==> config.mk <==
export PLATFORM = sky130hd
export DESIGN_NAME = button_array_ctl_flat
export DESIGN_NICKNAME = d
export VERILOG_FILES = /design/src/rtl/button_array_ctl_if.sv /design/src/rtl/button_array_ctl.sv /design/src/flat_wrapper.sv
export SDC_FILE = /design/constraint.sdc
export NUM_CORES = 1
export LEC_CHECK = 0
export CAP_MARGIN = 20
export CORE_MARGIN = 5
export CORE_UTILIZATION = 30
export DETAILED_ROUTE_END_ITERATION = 16
export MAX_ROUTING_LAYER = met4
export PLACE_DENSITY = 0.69
export SYNTH_ARGS = -nofsm -noshare
export SYNTH_HDL_FRONTEND = slang
export SYNTH_SLANG_ARGS = --single-unit
==> constraint.sdc <==
create_clock -name clk -period 4.7 [get_ports clk]
set_input_delay 1.41 -clock clk [delete_from_list [all_inputs] [get_ports clk]]
set_output_delay 1.41 -clock clk [all_outputs]
set_load 0.02 [all_outputs]
==> src/rtl/button_array_ctl_if.sv <==
// button_array_ctl_if: groups the mouse, mask, VGA and click/hover signals of
// button_array_ctl so the controller can be dropped into a pipeline as one port.
//   master : driver side (mouse/VGA source, game FSM) - drives the inputs
//   slave  : button_array_ctl side - drives pressed_*, hover_* and vga_out
// Parameters: N = COLS*ROWS (mask width), IDX_W = index width.
// Optional feature macro used by the controller: BUTTON_ARRAY_HOVER_EN.

`ifndef VGA_BUS_SIZE
`define VGA_BUS_SIZE 38
`define VGA_VCOUNT(b) b[37:27]
`define VGA_VSYNC(b) b[26]
`define VGA_VBLNK(b) b[25]
`define VGA_HCOUNT(b) b[24:14]
`define VGA_HSYNC(b) b[13]
`define VGA_HBLNK(b) b[12]
`define VGA_RGB(b) b[11:0]
`endif

interface button_array_ctl_if #(
    parameter int unsigned N     = 8,
    parameter int unsigned IDX_W = 4
);
    logic                     enable;
    logic                     mouse_left;
    logic [11:0]              mouse_xpos;
    logic [11:0]              mouse_ypos;
    logic [N-1:0]             button_mask;
    logic [`VGA_BUS_SIZE-1:0] vga_in;
    logic                     pressed_valid;
    logic [IDX_W-1:0]         pressed_idx;
    logic                     hover_valid;
    logic [IDX_W-1:0]         hover_idx;
    logic [`VGA_BUS_SIZE-1:0] vga_out;

    modport master (
        output enable, mouse_left, mouse_xpos, mouse_ypos, button_mask, vga_in,
        input  pressed_valid, pressed_idx, hover_valid, hover_idx, vga_out
    );

    modport slave (
        input  enable, mouse_left, mouse_xpos, mouse_ypos, button_mask, vga_in,
        output pressed_valid, pressed_idx, hover_valid, hover_idx, vga_out
    );
endinterface

==> src/rtl/button_array_ctl.sv <==
// button_array_ctl: COLS x ROWS grid of on-screen buttons for the memory game.
// Hit-tests the mouse, reports a completed click (press and release on the same
// live button) as pressed_idx plus a one-cycle pressed_valid strobe, and
// overlays the buttons (fill, 1-pixel border, hover/press shading) on the VGA
// stream with a fixed 1-clock latency.
// Ports:
//   clk  - pixel clock
//   rst  - synchronous active-low reset
//   bus  - button_array_ctl_if.slave: enable, mouse_left, mouse_xpos/ypos,
//          button_mask, vga_in in; pressed_valid/idx, hover_valid/idx, vga_out out
// Configuration: define BUTTON_ARRAY_HOVER_EN to enable hover shading and the
// hover_valid/hover_idx outputs; otherwise those outputs are tied to 0.

`ifndef VGA_BUS_SIZE
`define VGA_BUS_SIZE 38
`define VGA_VCOUNT(b) b[37:27]
`define VGA_VSYNC(b) b[26]
`define VGA_VBLNK(b) b[25]
`define VGA_HCOUNT(b) b[24:14]
`define VGA_HSYNC(b) b[13]
`define VGA_HBLNK(b) b[12]
`define VGA_RGB(b) b[11:0]
`endif

module button_array_ctl #(
    parameter int unsigned X_POS      = 64,
    parameter int unsigned Y_POS      = 96,
    parameter int unsigned COLS       = 4,
    parameter int unsigned ROWS       = 2,
    parameter int unsigned WIDTH      = 96,
    parameter int unsigned HEIGHT     = 96,
    parameter int unsigned GAP        = 16,
    parameter int unsigned IDX_W      = 4,
    parameter int unsigned LOCKOUT    = 1000,
    parameter logic [11:0] FILL_RGB   = 12'h48C,
    parameter logic [11:0] HOVER_RGB  = 12'h6AF,
    parameter logic [11:0] PRESS_RGB  = 12'h246,
    parameter logic [11:0] BORDER_RGB = 12'hFFF
) (
    input logic              clk,
    input logic              rst,
    button_array_ctl_if.slave bus
);
    localparam int unsigned N     = COLS * ROWS;
    // counter only ever holds LOCKOUT-1 down to 0
    localparam int unsigned CNT_W = (LOCKOUT > 1) ? $clog2(LOCKOUT) : 1;

    typedef enum logic [1:0] {IDLE, ARMED, FIRE, LOCK} state_t;

    state_t           state;
    logic [CNT_W-1:0] cnt;
    logic [IDX_W-1:0] arm_idx;
    logic             left_q;
    logic             pressed_valid_q;
    logic [IDX_W-1:0] pressed_idx_q;
    logic [`VGA_BUS_SIZE-1:0] vga_q;

    logic [11:0]  pix_x, pix_y;
    logic [N-1:0] mouse_in, pix_in, pix_edge;

    assign pix_x = {1'b0, `VGA_HCOUNT(bus.vga_in)};
    assign pix_y = {1'b0, `VGA_VCOUNT(bus.vga_in)};

    // Per-button rectangle bounds are elaboration constants.
    for (genvar r = 0; r < ROWS; r++) begin : g_row
        for (genvar c = 0; c < COLS; c++) begin : g_col
            localparam int unsigned I  = r * COLS + c;
            localparam logic [11:0] XL = 12'(X_POS + c * (WIDTH + GAP));
            localparam logic [11:0] XH = 12'(X_POS + c * (WIDTH + GAP) + WIDTH - 1);
            localparam logic [11:0] YL = 12'(Y_POS + r * (HEIGHT + GAP));
            localparam logic [11:0] YH = 12'(Y_POS + r * (HEIGHT + GAP) + HEIGHT - 1);

            assign mouse_in[I] = (bus.mouse_xpos >= XL) && (bus.mouse_xpos <= XH) &&
                                 (bus.mouse_ypos >= YL) && (bus.mouse_ypos <= YH);
            assign pix_in[I]   = (pix_x >= XL) && (pix_x <= XH) &&
                                 (pix_y >= YL) && (pix_y <= YH);
            assign pix_edge[I] = (pix_x == XL) || (pix_x == XH) ||
                                 (pix_y == YL) || (pix_y == YH);
        end
    end

    // Priority encoders over live buttons; scanning downward lets the lowest index win.
    logic             mouse_hit, pix_hit, pix_border;
    logic [IDX_W-1:0] mouse_idx, pix_idx;

    always_comb begin
        mouse_hit  = 1'b0;
        mouse_idx  = '0;
        pix_hit    = 1'b0;
        pix_idx    = '0;
        pix_border = 1'b0;
        for (int unsigned i = N; i > 0; i--) begin
            if (mouse_in[i-1] && !bus.button_mask[i-1]) begin
                mouse_hit = 1'b1;
                mouse_idx = IDX_W'(i - 1);
            end
            if (pix_in[i-1] && !bus.button_mask[i-1]) begin
                pix_hit    = 1'b1;
                pix_idx    = IDX_W'(i - 1);
                pix_border = pix_edge[i-1];
            end
        end
    end

    logic arm_masked;
    assign arm_masked = |(bus.button_mask & (N'(1) << arm_idx));

    always_ff @(posedge clk) begin
        if (!rst) begin
            state           <= IDLE;
            cnt             <= '0;
            arm_idx         <= '0;
            left_q          <= 1'b1;
            pressed_valid_q <= 1'b0;
            pressed_idx_q   <= '0;
        end else begin
            left_q          <= bus.mouse_left;
            pressed_valid_q <= 1'b0;
            if (!bus.enable) begin
                state <= IDLE;
                cnt   <= '0;
            end else begin
                case (state)
                    IDLE: begin
                        if (bus.mouse_left && !left_q && mouse_hit) begin
                            state   <= ARMED;
                            arm_idx <= mouse_idx;
                        end
                    end
                    ARMED: begin
                        if (arm_masked) begin
                            state <= IDLE;
                        end else if (!bus.mouse_left) begin
                            // strobe is registered on entry so it is visible during FIRE
                            if (mouse_hit && (mouse_idx == arm_idx)) begin
                                state           <= FIRE;
                                pressed_valid_q <= 1'b1;
                                pressed_idx_q   <= arm_idx;
                            end else begin
                                state <= IDLE;
                            end
                        end
                    end
                    FIRE: begin
                        cnt   <= CNT_W'(LOCKOUT - 1);
                        state <= LOCK;
                    end
                    LOCK: begin
                        if (cnt == '0) state <= IDLE;
                        else           cnt   <= cnt - 1'b1;
                    end
                    default: state <= IDLE;
                endcase
            end
        end
    end

`ifdef BUTTON_ARRAY_HOVER_EN
    logic             hover_valid_q;
    logic [IDX_W-1:0] hover_idx_q;

    always_ff @(posedge clk) begin
        if (!rst) begin
            hover_valid_q <= 1'b0;
            hover_idx_q   <= '0;
        end else begin
            hover_valid_q <= bus.enable && mouse_hit;
            hover_idx_q   <= (bus.enable && mouse_hit) ? mouse_idx : '0;
        end
    end

    assign bus.hover_valid = hover_valid_q;
    assign bus.hover_idx   = hover_idx_q;
`else
    assign bus.hover_valid = 1'b0;
    assign bus.hover_idx   = '0;
`endif

    logic [`VGA_BUS_SIZE-1:0] vga_next;

    always_comb begin
        vga_next = bus.vga_in;
        if (bus.enable && pix_hit && !`VGA_HBLNK(bus.vga_in) && !`VGA_VBLNK(bus.vga_in)) begin
            if (pix_border)
                `VGA_RGB(vga_next) = BORDER_RGB;
            else if ((state == ARMED) && (arm_idx == pix_idx))
                `VGA_RGB(vga_next) = PRESS_RGB;
`ifdef BUTTON_ARRAY_HOVER_EN
            else if (hover_valid_q && (hover_idx_q == pix_idx))
                `VGA_RGB(vga_next) = HOVER_RGB;
`endif
            else
                `VGA_RGB(vga_next) = FILL_RGB;
        end
    end

    always_ff @(posedge clk) begin
        if (!rst) vga_q <= '0;
        else      vga_q <= vga_next;
    end

    assign bus.pressed_valid = pressed_valid_q;
    assign bus.pressed_idx   = pressed_idx_q;
    assign bus.vga_out       = vga_q;

endmodule

==> src/flat_wrapper.sv <==
// flat-port wrapper written by rule: the top's interface ports become plain ports
module button_array_ctl_flat 
#(
    parameter int unsigned X_POS      = 64,
    parameter int unsigned Y_POS      = 96,
    parameter int unsigned COLS       = 4,
    parameter int unsigned ROWS       = 2,
    parameter int unsigned WIDTH      = 96,
    parameter int unsigned HEIGHT     = 96,
    parameter int unsigned GAP        = 16,
    parameter int unsigned IDX_W      = 4,
    parameter int unsigned LOCKOUT    = 1000,
    parameter logic [11:0] FILL_RGB   = 12'h48C,
    parameter logic [11:0] HOVER_RGB  = 12'h6AF,
    parameter logic [11:0] PRESS_RGB  = 12'h246,
    parameter logic [11:0] BORDER_RGB = 12'hFFF
)
  (clk, rst, bus_enable, bus_mouse_left, bus_mouse_xpos, bus_mouse_ypos, bus_button_mask, bus_vga_in, bus_pressed_valid, bus_pressed_idx, bus_hover_valid, bus_hover_idx, bus_vga_out);
  button_array_ctl_if #(.IDX_W(IDX_W)) bus_i ();
  input logic clk;
  input logic rst;
  input wire logic [$bits(bus_i.enable)-1:0] bus_enable;
  input wire logic [$bits(bus_i.mouse_left)-1:0] bus_mouse_left;
  input wire logic [$bits(bus_i.mouse_xpos)-1:0] bus_mouse_xpos;
  input wire logic [$bits(bus_i.mouse_ypos)-1:0] bus_mouse_ypos;
  input wire logic [$bits(bus_i.button_mask)-1:0] bus_button_mask;
  input wire logic [$bits(bus_i.vga_in)-1:0] bus_vga_in;
  output wire logic [$bits(bus_i.pressed_valid)-1:0] bus_pressed_valid;
  output wire logic [$bits(bus_i.pressed_idx)-1:0] bus_pressed_idx;
  output wire logic [$bits(bus_i.hover_valid)-1:0] bus_hover_valid;
  output wire logic [$bits(bus_i.hover_idx)-1:0] bus_hover_idx;
  output wire logic [$bits(bus_i.vga_out)-1:0] bus_vga_out;
  assign bus_i.enable = bus_enable;
  assign bus_i.mouse_left = bus_mouse_left;
  assign bus_i.mouse_xpos = bus_mouse_xpos;
  assign bus_i.mouse_ypos = bus_mouse_ypos;
  assign bus_i.button_mask = bus_button_mask;
  assign bus_i.vga_in = bus_vga_in;
  assign bus_pressed_valid = bus_i.pressed_valid;
  assign bus_pressed_idx = bus_i.pressed_idx;
  assign bus_hover_valid = bus_i.hover_valid;
  assign bus_hover_idx = bus_i.hover_idx;
  assign bus_vga_out = bus_i.vga_out;
  button_array_ctl #(.X_POS(X_POS), .Y_POS(Y_POS), .COLS(COLS), .ROWS(ROWS), .WIDTH(WIDTH), .HEIGHT(HEIGHT), .GAP(GAP), .IDX_W(IDX_W), .LOCKOUT(LOCKOUT), .FILL_RGB(FILL_RGB), .HOVER_RGB(HOVER_RGB), .PRESS_RGB(PRESS_RGB), .BORDER_RGB(BORDER_RGB)) u_core (.clk(clk), .rst(rst), .bus(bus_i));
endmodule
==> summary.md, run 1 <==
| Metric | Value |
|---|---|
| RSZ-0062 raised after global routing | `no` |
| Final-report max-slew violation count | `0` |
| Max Cap Viol | `0` |
| Number of port buffers | `107` |
| Post-route DRC | `0` |
| Pleak | `1.59 nW` |
| Final Setup Violations | `0` |
| CP max stage cell | `or4b_4` |
| Post-synth EDFFs | `0` |
| Ranking of synthesized cells by area | `dfxtp_1 37%, and2_1 5.4%, nor2_1 4.8%, a21oi_1 4.0%, nor4_1 2.6%` |
| Mapped Area | `3150 um2` |
| Design Power | `0.00115 W` |
| RR Startpoint | `u_core.arm_idx[2]` |
| Crit Path Class | `in -> reg` |
| Core box area | `10300 um2` |
| WP data arrival | `4.26 ns` |
| TritonRoute pass-1 iters | `4` |
| Critical path capture point type | `register` |
| Layout cells sized above 1 | `0.0685` |
| Clock Latency Late Sink | `0.33 ns` |
| Num CTS Buffers | `9` |
| Worst Tran Pin Value | `0.763 ns` |
| Remaining global-route overflow | `0` |
| First-pass GRT wire length | `14600 um` |
| Synth async-reset ratio | `0` |
| Max frequency | `0.246 GHz` |
| H-Tree Depth | `3` |
| Die height | `112 um` |
| Cell Chain, Critical Path | `clkdlybuf4s50_1 -> or4b_4 -> or3_2 -> a21oi_1 -> o31a_1 -> o32ai_2 -> a22oi_2 -> a21oi_1` |
| Crit path top cell by count | `a21oi_1` |
| Post-CTS Hold Fix Bufs | `0` |
| WHS | `0.473 ns` |
| Clk sinks | `58` |
| CTS tree | `done` |
| Row cnt | `37` |
| CP startpoint kind | `input pin` |
| Post-synth cell types | `71` |
| DRT iter0 DRCs | `161` |
| Status | `finished clean` |
| Final Hold Vio Count | `0` |
| Io pins | `122` |
| Post-synthesis register bit count | `58` |
| Most frequent cell after synthesis | `dfxtp_1` |
| Clock Root Buffer | `clkbuf_8` |
| Post-Route WL | `9020 um` |
| Initial antenna violation count | `0` |
| Max Clock Skew | `0.00456 ns` |
| Max clock buf depth | `2` |
| Worst Path Max Fanout | `10` |
| DIE AREA | `12700 um2` |
| Crit share post-route | `0.864` |
| PD cells | `254 nW/um2` |
| Vias per cell | `5.20` |
| Antenna Cells | `0` |
| Hpwl dp | `7140 um` |
| Overall routing resource usage | `0.144` |
| Starting Density | `0.307` |
| Post-layout min period | `4.06 ns` |
| Via Count | `3215` |
| Main synth FF type | `dfxtp_1` |
| R2r worst-path depth | `7` |
| Worst setup path start | `bus_vga_in[21]` |
| Final Util | `0.441` |
| Clock-pin transition on the worst setup and hold timing paths | `0.06 ns` |
| Post-CTS Setup Inserts | `0` |
| Reg2reg setup slack | `2.46 ns` |
| CP max stage delay | `0.61 ns` |
| Syn Area/Cell | `8.54 um2` |
| Drt wl/cell | `14.6 um` |
| Width of the die | `112 um` |
| DRT antenna net count | `0` |
| Vias in the first global route | `3027` |
| P&R area growth vs syn | `43.8%` |
| Top-area cell type share of the netlist area | `0.369` |
| Nets | `553` |
| PostCTS Resize Cnt | `0` |
| Synthesized instance count | `369` |
| VDD IR max | `0.000115 V` |
| Post-synthesis sequential area ratio | `0.369` |
| Synth warn | `0` |
| Worst r2r dst | `u_core.bus.pressed_idx[2]` |
| Most instantiated cells after synthesis | `58 x dfxtp_1, 40 x nor2_1, 27 x and2_1, 25 x a21oi_1, 16 x nor3_1` |
| Relative slew slack | `0.484` |
| Area leader, netlist | `dfxtp_1` |
| Post-route setup TNS | `0 ns` |
| Critical path capture point | `u_core.bus.vga_out[1]` |
| Required @ worst endpoint | `4.90 ns` |
| Routability cong. | `0.851` |
| Hold WC Path Type | `reg -> reg` |
| Largest net degree at the start of global routing | `33` |
## worst min path at each step
stage,startpoint,endpoint,slack (ns),cells after the start
3_3_place_gp,u_core.bus.pressed_idx[0],u_core.bus.pressed_idx[0],0.46,2
5_1_grt,u_core.bus.pressed_idx[0],u_core.bus.pressed_idx[0],0.49,2
6_report,u_core.bus.pressed_idx[0],u_core.bus.pressed_idx[0],0.47,2
3_5_place_dp,u_core.bus.pressed_idx[0],u_core.bus.pressed_idx[0],0.46,2
2_1_floorplan,u_core.cnt[3],u_core.cnt[3],0.45,2
4_1_cts,u_core.bus.pressed_idx[0],u_core.bus.pressed_idx[0],0.47,2
## cells in the final DEF (no fill, tap or decap), types with 4 or more instances in the layout
cell type / instances
a211oi_1: 9
a21oi_1: 25
and2_1: 27
buf_4: 5
clkbuf_8: 10
clkdlybuf4s50_1: 107
conb_1: 6
dfxtp_1: 58
inv_1: 8
mux2i_1: 6
nand2_1: 11
nand2b_1: 7
nand4_1: 4
nand4b_1: 4
nor2_1: 40
nor2b_1: 9
nor3_1: 16
nor3b_1: 5
nor4_1: 13
o21a_1: 4
o21ai_0: 12
o31ai_1: 4
or3_1: 6
or4_1: 4
xnor2_1: 5
xor2_1: 4
## layer usage
layer / share of wire / track usage
met3: 0.068 / 0.0334
met4: 0.019 / 0.0521
met1: 0.45 / 0.181
met2: 0.46 / 0.225
met5: 0 / -
## state kept, by name, summed over array words and instances, names as in the netlist, named ones only
signal / count
u_core.left_q: 1
u_core.bus.vga_out: 38
u_core.state: 1
u_core.arm_idx: 3
u_core.cnt: 10
u_core.bus.pressed_idx: 3
u_core.bus.pressed_valid: 1
## power breakdown
part           total (W)  switching (W)  internal, W
Sequential      0.000514     0.00000423     0.000510
Clock           0.000442       0.000187     0.000255
Combinational   0.000197      0.0000940     0.000103
## area by class of cell
| cell class | instances | area, um2 |
|---|---|---|
| Timing Repair Buffer | 113 | 1110 |
| Inverter | 8 | 30.0 |
| Clock buffer | 12 | 145 |
| Tap cell | 136 | 170 |
| Multi-Input combinational cell | 288 | 1870 |
| Sequential cell | 58 | 1160 |
| Fill cell | 1018 | 5750 |
| Clock inverter | 3 | 40.0 |
## worst max-delay path, delay by kind of cell
| family | cells | cell delay, ns |
|---|---|---|
| AOI/OAI and AO/OA | 5 | 1.19 |
| and+or+nand+nor | 2 | 1.08 |
| buffers and inverters | 1 | 0.58 |
## metrics by stage
stage,worst slack (ns),cells,cell area [um2]
2_1_floorplan,1.11,374,3170
3_3_place_gp,0.388,602,4340
3_5_place_dp,0.310,602,4340
4_1_cts,0.676,617,4530
5_1_grt,0.525,618,4530
6_report,0.638,618,4530
## cells by family (layout without fill, tap and decap cells)
kind of cell	after synthesis	in the layout	share of synthesized area
and+or+nand+nor	165	165	0.299
AOI/OAI and AO/OA	98	98	0.222
DFF	58	58	0.369
buffers and inverters	28	136	0.0433
xor gates and xnor gates	9	9	0.0250
muxes	9	9	0.0369
adders and majority gates	1	1	0.00397
other	1	6	0.00119
Note: power is estimated with default switching activity, not from simulation.
==> run 2: changes to the inputs <==
--- a/config.mk
+++ b/config.mk
@@ -8,6 +8,7 @@
 export CAP_MARGIN = 20
 export CORE_MARGIN = 5
 export CORE_UTILIZATION = 30
+export CTS_CLUSTER_SIZE = 16
 export DETAILED_ROUTE_END_ITERATION = 16
 export MAX_ROUTING_LAYER = met4
 export PLACE_DENSITY = 0.69
==> constraint.sdc (replaced) <==
create_clock -name clk -period 4.5 [get_ports clk]
set_input_delay 1.35 -clock clk [delete_from_list [all_inputs] [get_ports clk]]
set_output_delay 1.35 -clock clk [all_outputs]
set_load 0.02 [all_outputs]
==> summary.md, run 2 (synthesis results as in run 1) <==
| Metric | Value |
|---|---|
| Relative slew slack | `0.266 (-0.218)` |
| Post-layout min period | `3.92 ns` |
| Hold WC Path Type | `reg -> reg` |
| Cell area after layout | `4550 um2 (+0.47%)` |
| Die height | `112 um (unchanged)` |
| Width of the die | `112 um (unchanged)` |
| Max frequency | `0.255 GHz` |
| Clk network pwr share | `0.401 (+0.018)` |
| R2r worst-path depth | `7 (unchanged)` |
| DRT iter0 DRCs | `158 (-1.9%)` |
| Layout cells sized above 1 | `0.0745 (+0.00607)` |
| Crit Path Class | `in -> reg` |
| Via Count | `3158 (-1.8%)` |
| Routability cong. | `0.850 (-0.19%)` |
| CP startpoint kind | `input pin` |
| Worst Min Path Start | `u_core.bus.pressed_idx[0]` |
| Max FFs per register | `38 (unchanged)` |
| Hold path depth | `2 (unchanged)` |
| Vias in the first global route | `3097 (+2.3%)` |
| Row cnt | `37 (unchanged)` |
| Post-Route WL | `9200 um (+2.0%)` |
| VDD IR max | `0.000114 V (-0.11%)` |
| PostCTS Resize Cnt | `0 (unchanged)` |
| Critical path's top delay family | `compound AO/OA/AOI/OAI gates` |
| Starting Density | `0.307 (unchanged)` |
| Critical path capture point type | `register` |
| Nets | `553 (unchanged)` |
| Worst Path Max Fanout | `8 (-2)` |
| TritonRoute pass-1 iters | `4 (unchanged)` |
| Io pins | `122 (unchanged)` |
| P_sw | `0.000317 W (+11%)` |
| Worst path depth | `8 (unchanged)` |
| Cell Chain, Critical Path | `clkdlybuf4s50_1 -> or4b_4 -> or3_2 -> a21oi_1 -> o31a_1 -> o32ai_2 -> a22oi_2 -> a21oi_1` |
| Post-CTS Hold Fix Bufs | `0 (unchanged)` |
| Max Cap Viol | `0 (unchanged)` |
| Clock-pin transition on the worst setup and hold timing paths | `0.07 ns (about the same)` |
| DRT antenna net count | `0 (unchanged)` |
| CP max stage cell | `or4b_4` |
| Most frequent cells in the layout | `107 x clkdlybuf4s50_1, 58 x dfxtp_1, 40 x nor2_1, 27 x and2_1, 25 x a21oi_1` |
| WP data arrival | `4.13 ns (-0.13 ns)` |
| Drt wl/cell | `14.9 um (+1.8%)` |
| Design internal power | `0.000923 W (+6.4%)` |
| Hpwl dp | `7230 um (+1.3%)` |
| Placed Instance Area | `4350 um2 (+0.17%)` |
| RSZ-0062 raised after global routing | `no` |
| DIE AREA | `12700 um2 (unchanged)` |
| Max Clock Skew | `0.00592 ns (+0.00136 ns)` |
| Hold worst-path end | `u_core.bus.pressed_idx[0]` |
| Overall routing resource usage | `0.148 (+0.00395)` |
| Reg2reg setup slack | `2.05 ns (-0.41 ns)` |
| Sw frac | `0.256 (+0.00806)` |
| P&R area growth vs syn | `44.5%` |
| Num CTS Buffers | `9 (unchanged)` |
| Antenna Cells | `0 (unchanged)` |
| Crit share post-route | `0.871` |
| Final-report max-slew violation count | `0 (unchanged)` |
| Sequential share of power | `0.433 (-0.013)` |
| CP max stage delay | `0.58 ns (-0.03 ns)` |
| PD cells | `272 nW/um2 (+7.0%)` |
| Largest net degree at the start of global routing | `33 (unchanged)` |
| Initial antenna violation count | `0 (unchanged)` |
| Final Setup Violations | `0 (unchanged)` |
| Post-CTS Setup Inserts | `0 (unchanged)` |
| Clock Latency Late Sink | `0.35 ns (+0.02 ns)` |
| First-pass GRT wire length | `14800 um (+1.5%)` |
| Vias per cell | `5.10 (-1.9%)` |
| Final Hold Vio Count | `0 (unchanged)` |
| Core box area | `10300 um2 (unchanged)` |
| H-Tree Depth | `3 (unchanged)` |
| Post-route DRC | `0 (unchanged)` |
| Clock Root Buffer | `clkbuf_8` |
| Status | `finished clean` |
| Remaining global-route overflow | `0 (unchanged)` |
| Worst r2r dst | `u_core.cnt[8]` |
| Pleak | `1.60 nW (+0.63%)` |
| Post-route setup TNS | `0 ns (unchanged)` |
| Worst Tran Pin Value | `1.09 ns (+0.324 ns)` |
| Required @ worst endpoint | `4.71 ns (-0.19 ns)` |
| CTS tree | `done` |
| RR Startpoint | `u_core.cnt[4]` |
| Commonest non-fill, non-tap cell in the layout | `clkdlybuf4s50_1` |
| Fraction of power consumed by combinational cells | `0.167 (-0.004)` |
| Number of port buffers | `107 (unchanged)` |
| Clk sinks | `58 (unchanged)` |
| Crit path top cell by count | `a21oi_1` |
| Max clock buf depth | `2 (unchanged)` |
| Crit path buf inv count | `1 (unchanged)` |
[run 2: final cells by class]
class / instances / area (um2)
timing repair buffer: 113 / 1120
clock buffer: 11 / 151
inverter: 8 / 30.0
clock inverter: 5 / 52.6
sequential: 58 / 1160
fill: 1028 / 5720
multi-input combinational: 288 / 1870
tap: 136 / 170
[run 2: stage by stage]
step                      utilization  hold WS (ns)  cells  worst slack (ns)  power (W)
after floorplan                     -         0.451    374             0.975   0.000636
after global routing            0.443         0.491    619             0.409    0.00129
after CTS                       0.443         0.475    619             0.598    0.00125
final                           0.443         0.477    619             0.580    0.00124
after detailed placement        0.423         0.466    603             0.228   0.000755
after global placement          0.423         0.460    603             0.295   0.000752
[run 2: power by group through the flow]
| stage | registers (W) | clock network, W | logic [W] |
|---|---|---|---|
| after floorplan | 0.000572 | 0 | 0.0000642 |
| after global placement | 0.000548 | 0 | 0.000204 |
| after detailed placement | 0.000548 | 0 | 0.000206 |
| after CTS | 0.000537 | 0.000508 | 0.000207 |
| after global routing | 0.000538 | 0.000533 | 0.000221 |
| final | 0.000537 | 0.000497 | 0.000206 |
[run 2: worst max path at each step]
stage                         startpoint                     end  slack (ns)
after floorplan           bus_vga_in[21]   u_core.bus.vga_out[1]        0.97
after global placement    bus_vga_in[24]   u_core.bus.vga_out[9]        0.30
after detailed placement  bus_vga_in[24]   u_core.bus.vga_out[1]        0.23
after CTS                 bus_vga_in[24]   u_core.bus.vga_out[1]        0.60
after global routing      bus_vga_in[24]  u_core.bus.vga_out[10]        0.41
final                     bus_vga_in[24]   u_core.bus.vga_out[6]        0.58
[run 2: routing by layer]
metal  part of all wire  GRT usage  vias to the layer above
met1               0.47      0.189                     1454
met4              0.021     0.0569                        0
met5                  0          -                        -
li1                   -          -                     1592
met2               0.46      0.228                       93
met3              0.051     0.0313                       19
[run 2: tightest hold or removal path, cell delays in order (launching register included)]
cell	delay, ns
dfxtp_1	0.31
o31ai_1	0.06
a21oi_1	0.06
==> run 3: changes to the inputs <==
--- a/config.mk
+++ b/config.mk
@@ -8,7 +8,6 @@
 export CAP_MARGIN = 20
 export CORE_MARGIN = 5
 export CORE_UTILIZATION = 30
-export CTS_CLUSTER_SIZE = 16
 export DETAILED_ROUTE_END_ITERATION = 16
 export MAX_ROUTING_LAYER = met4
 export PLACE_DENSITY = 0.69
==> results of run 3 <==
The final DEF is identical to that of run 2; final timing and power are the same.
